**src/rtl/kr_pkg.sv**
```systemverilog
// kr_pkg: state type and default timing constants for key_repeat_ctrl
package kr_pkg;
    typedef enum logic [1:0] {IDLE, DELAY, REPEAT, TURBO} kr_state_t;
    localparam int KR_DELAY_TICKS = 3;
    localparam int KR_TURBO_AFTER = 4;
endpackage

```
**src/rtl/key_repeat_ctrl.sv**
```systemverilog
// key_repeat_ctrl: turns a held key into press/repeat event pulses and engages turbo after slow repeats
module key_repeat_ctrl
    import kr_pkg::*;
#(
    parameter int DELAY_TICKS = KR_DELAY_TICKS,
    parameter int TURBO_AFTER = KR_TURBO_AFTER,
    parameter int CNT_W = 4
) (
    input  logic clk,
    input  logic reset,
    input  logic key_held,
    input  logic tick,
    output logic key_event,
    output logic turbo_mode
);
    localparam logic [CNT_W-1:0] DELAY_LAST = CNT_W'(DELAY_TICKS - 1);
    localparam logic [CNT_W-1:0] TURBO_LAST = CNT_W'(TURBO_AFTER);
    kr_state_t state, state_nxt;
    logic [CNT_W-1:0] tick_cnt, tick_cnt_nxt, tick_inc, rep_cnt, rep_cnt_nxt, rep_inc;
    logic delay_done, event_nxt, turbo_nxt;
    assign tick_inc = tick_cnt == '1 ? tick_cnt : tick_cnt + 1'b1;
    assign rep_inc = rep_cnt == '1 ? rep_cnt : rep_cnt + 1'b1;
    assign delay_done = tick && tick_cnt == DELAY_LAST;
    always_ff @(posedge clk or negedge reset) begin
        if (!reset) begin
            state <= IDLE;
            tick_cnt <= '0;
            rep_cnt <= '0;
            key_event <= 1'b0;
            turbo_mode <= 1'b0;
        end else begin
            state <= state_nxt;
            tick_cnt <= tick_cnt_nxt;
            rep_cnt <= rep_cnt_nxt;
            key_event <= event_nxt;
            turbo_mode <= turbo_nxt;
        end
    end
    always_comb begin
        state_nxt = state;
        tick_cnt_nxt = tick_cnt;
        rep_cnt_nxt = rep_cnt;
        if (!key_held) begin
            state_nxt = IDLE;
            tick_cnt_nxt = '0;
            rep_cnt_nxt = '0;
        end else begin
            case (state)
                IDLE: begin
                    state_nxt = DELAY;
                    tick_cnt_nxt = '0;
                end
                DELAY: begin
                    tick_cnt_nxt = tick ? tick_inc : tick_cnt;
                    if (delay_done) begin
                        state_nxt = TURBO_AFTER == 1 ? TURBO : REPEAT;
                        rep_cnt_nxt = CNT_W'(1);
                    end
                end
                REPEAT: if (tick) begin
                    rep_cnt_nxt = rep_inc;
                    state_nxt = rep_inc == TURBO_LAST ? TURBO : REPEAT;
                end
                default: ;
            endcase
        end
    end
    // Release wins over any tick in the same cycle
    always_comb begin
        event_nxt = key_held && (state == IDLE || (state == DELAY ? delay_done : tick));
        turbo_nxt = state_nxt == TURBO;
    end
endmodule

```
**config.mk**
```make
export PLATFORM = sky130hd
export DESIGN_NAME = key_repeat_ctrl
export DESIGN_NICKNAME = d
export VERILOG_FILES = /design/src/rtl/kr_pkg.sv /design/src/rtl/key_repeat_ctrl.sv
export SDC_FILE = /design/constraint.sdc
export NUM_CORES = 1
export LEC_CHECK = 0
export ABC_AREA = 1
export ABC_CLOCK_PERIOD_IN_PS = 4600
export CAP_MARGIN = 20
export CORE_AREA = 2 2 39 41
export CTS_CLUSTER_DIAMETER = 30
export DETAILED_ROUTE_END_ITERATION = 10
export DIE_AREA = 0 0 41 43
export PLACE_DENSITY = 0.83
export RECOVER_POWER = 100
export SLEW_MARGIN = 5
export SYNTH_ARGS = -nofsm -noshare
export SYNTH_HDL_FRONTEND = slang
export SYNTH_SLANG_ARGS = --single-unit
```
**constraint.sdc**
```tcl
create_clock -name clk -period 4.6 [get_ports clk]
set_clock_uncertainty 0.2 [all_clocks]
set_input_delay 0.69 -clock clk [delete_from_list [all_inputs] [get_ports clk]]
set_output_delay 0.69 -clock clk [all_outputs]
set_load 0.1 [all_outputs]
```
## Word level (Yosys, flattened, before mapping)

Cells that the tools add are included.

| operators by class | value |
|---|---|
| add/subtract/negate cells | 2 |
| multiply operators | 0 |
| divide/modulo/power cells | 0 |
| order comparisons | 0 |
| equal/unequal tests | 13 |
| shifts and indexed selects | 0 |
| muxes and demuxes | 15 |
| bitwise operators | 0 |
| reductions and logical operators | 6 |

Operators with widths:

| cell | count |
|---|---|
| $mux W4 | 7 |
| $pmux W4 S2 | 2 |
| $ne A3 B3 Y1 const B | 4 |
| $add A4 B1 Y4 const B | 2 |
| $eq A4 B4 Y1 const B | 2 |
| $mux W2 | 3 |
| $ne A3 B1 Y1 const B | 2 |
| $pmux W2 S3 | 1 |
| $reduce_and A3 Y1 | 2 |
| $eq A2 B2 Y1 const B | 2 |
| $eq A4 B2 Y1 const B | 1 |
| $eq A4 B3 Y1 const B | 1 |
| $eq A2 B1 Y1 const B | 1 |
| $logic_and A1 B1 Y1 | 2 |
| $logic_not A2 Y1 | 1 |
| $mux W1 | 2 |
| $logic_or A1 B1 Y1 | 1 |

| storage, ports and cells | value |
|---|---|
| flip-flop bits (word level) | 12 |
| latch bits | 0 |
| memory bits (writable) | 0 |
| memory bits (read-only) | 0 |
| bits of input ports | 4 |
| output and inout port bits | 2 |
| logic and storage cells | 41 |
| memories kept | 0 |

## Longest topological paths before layout

| logic depth | value |
|---|---|
| word-level depth | 8 |
| mapped depth | 8 |

## Least setup slack after synthesis

Ideal clock, no wire load.

| timing path | value |
|---|---|
| kind | reg-to-output |
| start | reg key_event |
| end | out key_event |
| data arrival time | 0.883 ns |
| data required time | 3.710 ns |
| slack | 2.827 ns |
| stages on the path, launching flop included | 1 |
| buffers on the path | 0 |
| cells stage by stage | dfrtp_1 |

RTL lines:

| element | RTL line | source |
|---|---|---|
| start: declaration | key_repeat_ctrl.sv:13 | `output logic key_event,` |
| start signal: assignment | key_repeat_ctrl.sv:35 | `key_event <= event_nxt;` |

No word-level cell between the ends.

## Worst setup path in the final report

| timing path | value |
|---|---|
| start | reg turbo_mode |
| end | out turbo_mode |

RTL lines:

| element | RTL line | source |
|---|---|---|
| start: declaration | key_repeat_ctrl.sv:14 | `output logic turbo_mode` |
| start signal: assignment | key_repeat_ctrl.sv:36 | `turbo_mode <= turbo_nxt;` |

No word-level cell between the ends.

==> impl_metrics.tcl <==
set metrics [dict create \
    cellLeakagePower_nw 0.407 \
    worst-path-buf-inv 1 \
    grt_max_degree 13 \
    post-cts-setup-buffer-count 0 \
    mostFrequentLayoutCells "29 x sky130_fd_sc_hd__nand2_1, 13 x sky130_fd_sc_hd__inv_1, 12 x sky130_fd_sc_hd__dfrtp_1, 8 x sky130_fd_sc_hd__o21ai_0, 7 x sky130_fd_sc_hd__nor2_1" \
    comb_power_share_pct 20.9 \
    run_status "finished clean" \
    fmaxAchievable_mhz 372 \
    first_global_vias 547 \
    setup_viol 0 \
    yosys.area.top_type "sky130_fd_sc_hd__dfrtp_1" \
    area_fraction_in_compound_gates_after_synthesis_pct 10.5 \
    synthXorXnorAreaFrac_pct 1.21 \
    yosys_warnings 0 \
    hold_viol 0 \
    postRouteAntennaNets 0 \
    drt-wirelength-per-cell_um 10.9 \
    num_antenna_cells 0 \
    final_critical_path_time_including_i_o_delays_and_setup_ps 2690 \
    cts_buffers 3 \
    grt_util_all_layers_pct 19.0 \
    clock_tree.buffer_depth 2 \
    global_route_wire_length_before_repair_um 2200 \
    synth-seq-cells 12 \
    final_core_utilization_pct 57.2 \
    die_height_um 43 \
    cp_max_fo 1 \
    startpoint "turbo_mode$_DFF_PN0_" \
    finalMaxSlewViolations 0 \
    synth.net_count 103 \
    post_synth_mux_area_share_pct 0 \
    area_delta_synth_final_pct 9.14 \
    cts-resized-gates 0 \
    synth_simple_gate_area_share_pct 32.8 \
    timing.hold.worst.start "tick_cnt[2]$_DFFE_PN0P_" \
    chipWidth_um 41 \
    worstSetupEndpointType "output port" \
    power.ir.vdd_worst_mv 0.143 \
    drc_marker_count_from_the_first_detailed_route_iteration 15 \
    cp_data_arrival_time_ps 1800 \
    switching_power_mw 0.0768 \
    synth_cells 96 \
    worst_path_max_delay_cell "sky130_fd_sc_hd__dlygate4sd3_1" \
    wire_length_reported_by_the_detailed_router_um 1290 \
    clock_latency_ps 270 \
    post_synth_num_cell_types 22 \
    synth_top_area_share_pct 41.4 \
    drc 0 \
    vias_per_cell 5.12 \
    reg_clk_slew_reported_paths_ps 60 \
    first_pass_iters 4 \
    avgSynthCellArea_sq_um 7.56 \
    pwr-share-clk_pct 26.8 \
    setup_tns_ps 0 \
    placeableCoreArea_sq_mm 0.00138 \
    floorplan.die_area_sq_mm 0.00176 \
    tritoncts "built" \
    internal_power_mw 0.161 \
    port_buffers 5 \
    routabilityCongestion 0.818 \
    leading_post_synthesis_cells_by_cell_area "sky130_fd_sc_hd__dfrtp_1 41%, sky130_fd_sc_hd__nand2_1 14%, sky130_fd_sc_hd__inv_1 6.7%" \
    main_combinational_cell_family_by_area_after_synthesis "simple AND/OR/NAND/NOR gates" \
    root_buffer_selected_by_cts "sky130_fd_sc_hd__clkbuf_4" \
    yosys.area_share.adder_pct 5.17 \
    synth.yosys.seq_area_share_pct 41.4 \
    placementRows 14 \
    cp_data_required_time_ps 3710 \
    post-dp-hpwl_um 1020 \
    worst_slew_pin_slew_ps 969 \
    floorplan.initialDensity_pct 52.4 \
    crit-reg2reg-launch "rep_cnt[0]$_DFFE_PN0P_" \
    power.sequential.fraction_pct 52.3 \
    switching_share_pct 32.2 \
    largest_delay_contributor_family_on_the_critical_path "buffers and inverters" \
    cell_area_after_synthesis_sq_um 726 \
    cap_viol_max_count 0 \
    antenna_found_initial 0 \
    worstHoldPathType "reg -> reg" \
    crit_chain "dlygate4sd3_1" \
    max_stage_delay_ps 1190 \
    postCtsHoldBufs 0 \
    worst-setup-path-type "reg -> out" \
    numClockSinks 12 \
    powerDensity_mw_per_mm2 301 \
    post-route-period-util_pct 58.4 \
    filler_cell_count 139 \
    overflow 0 \
    final_net_count 111 \
    cp-start-kind "flip-flop" \
    io-pin-count 6 \
    layout-drive-gt1-share_pct 9.80 \
    rsz_0062_raised_after_global_routing "false" \
    max_slew_margin_pct 35.2 \
    mostFrequentLayoutCell "sky130_fd_sc_hd__nand2_1" \
    vias 604 \
    htree_levels 1 \
]
## layout make-up
| type | instances | area (sq um) | area share, % |
|---|---|---|---|
| Sequential cell | 12 | 300 | 37.9 |
| Tap cell | 16 | 20.0 | 2.53 |
| Inverter | 14 | 52.6 | 6.64 |
| Multi-Input combinational cell | 68 | 347 | 43.8 |
| Clock buffer | 3 | 22.5 | 2.84 |
| Timing Repair Buffer | 5 | 50.0 | 6.32 |
## metrics by stage
stage | setup slack (ps) | hold slack [ps] | area [sq um] | std cells | power, mW
CTS | 1970 | 367 | 806 | 118 | 0.242
detailed placement | 2260 | 357 | 783 | 115 | 0.180
finish | 1910 | 361 | 792 | 118 | 0.238
global placement | 2280 | 339 | 783 | 115 | 0.177
floorplan | 2830 | 194 | 726 | 96 | 0.165
global route | 1880 | 404 | 792 | 118 | 0.251
## tightest hold or removal path: stages (launching register included)
cell,delay [ps]
sky130_fd_sc_hd__dfrtp_1,400
sky130_fd_sc_hd__inv_1,60
sky130_fd_sc_hd__a21oi_1,60
## power groups by stage
stage / Clock, mW / Sequential (mW) / Combinational [mW]
2_1_floorplan: 0 / 0.132 / 0.0324
3_3_place_gp: 0 / 0.126 / 0.0514
3_5_place_dp: 0 / 0.127 / 0.0529
4_1_cts: 0.0645 / 0.125 / 0.0531
5_1_grt: 0.0681 / 0.126 / 0.0563
6_report: 0.0638 / 0.125 / 0.0499
## final timing paths
path                                            to  slack, ps  cells past startpoint
hold reg to reg            tick_cnt[2]$_DFFE_PN0P_        360                      2
setup reg to reg              turbo_mode$_DFF_PN0_       2900                      5
hold / removal             tick_cnt[2]$_DFFE_PN0P_        360                      2
setup / recovery                        turbo_mode       1910                      1
max in group asynchronous  tick_cnt[2]$_DFFE_PN0P_       3230                      1
min in group asynchronous      key_event$_DFF_PN0_        620                      1
## synth_stat cells, drive strengths merged
| library cell | instances |
|---|---|
| o21ai | 8 |
| or2 | 1 |
| nor2 | 9 |
| a21oi | 5 |
| dfrtp | 12 |
| a21o | 1 |
| inv | 14 |
| buf | 2 |
| ha | 3 |
| xor2 | 1 |
| nor3 | 1 |
| nand4 | 2 |
| nand3 | 8 |
| nand2 | 29 |
## logic make-up after synthesis
| logic type | count (synthesis) |
|---|---|
| and+or+nand+nor | 50 |
| buffers and inverters | 16 |
| AOI/OAI and AO/OA | 14 |
| DFF | 12 |
| adders and majority gates | 3 |
| xor gates and xnor gates | 1 |
## sequential cells by signal, summed over array words and instances (netlist names)
register / cells
tick_cnt: 4
key_event: 1
turbo_mode: 1
state: 2
rep_cnt: 4
## per-layer routing
metal / up-vias / wire, um / GRT usage, %
met4: 0 / 8 / 8.00
li1: 318 / - / -
met1: 274 / 549 / 22.1
met3: 2 / 45 / 4.71
met5: - / 0 / 0
met2: 10 / 687 / 31.3
Note: power is estimated with default switching activity, not from simulation.
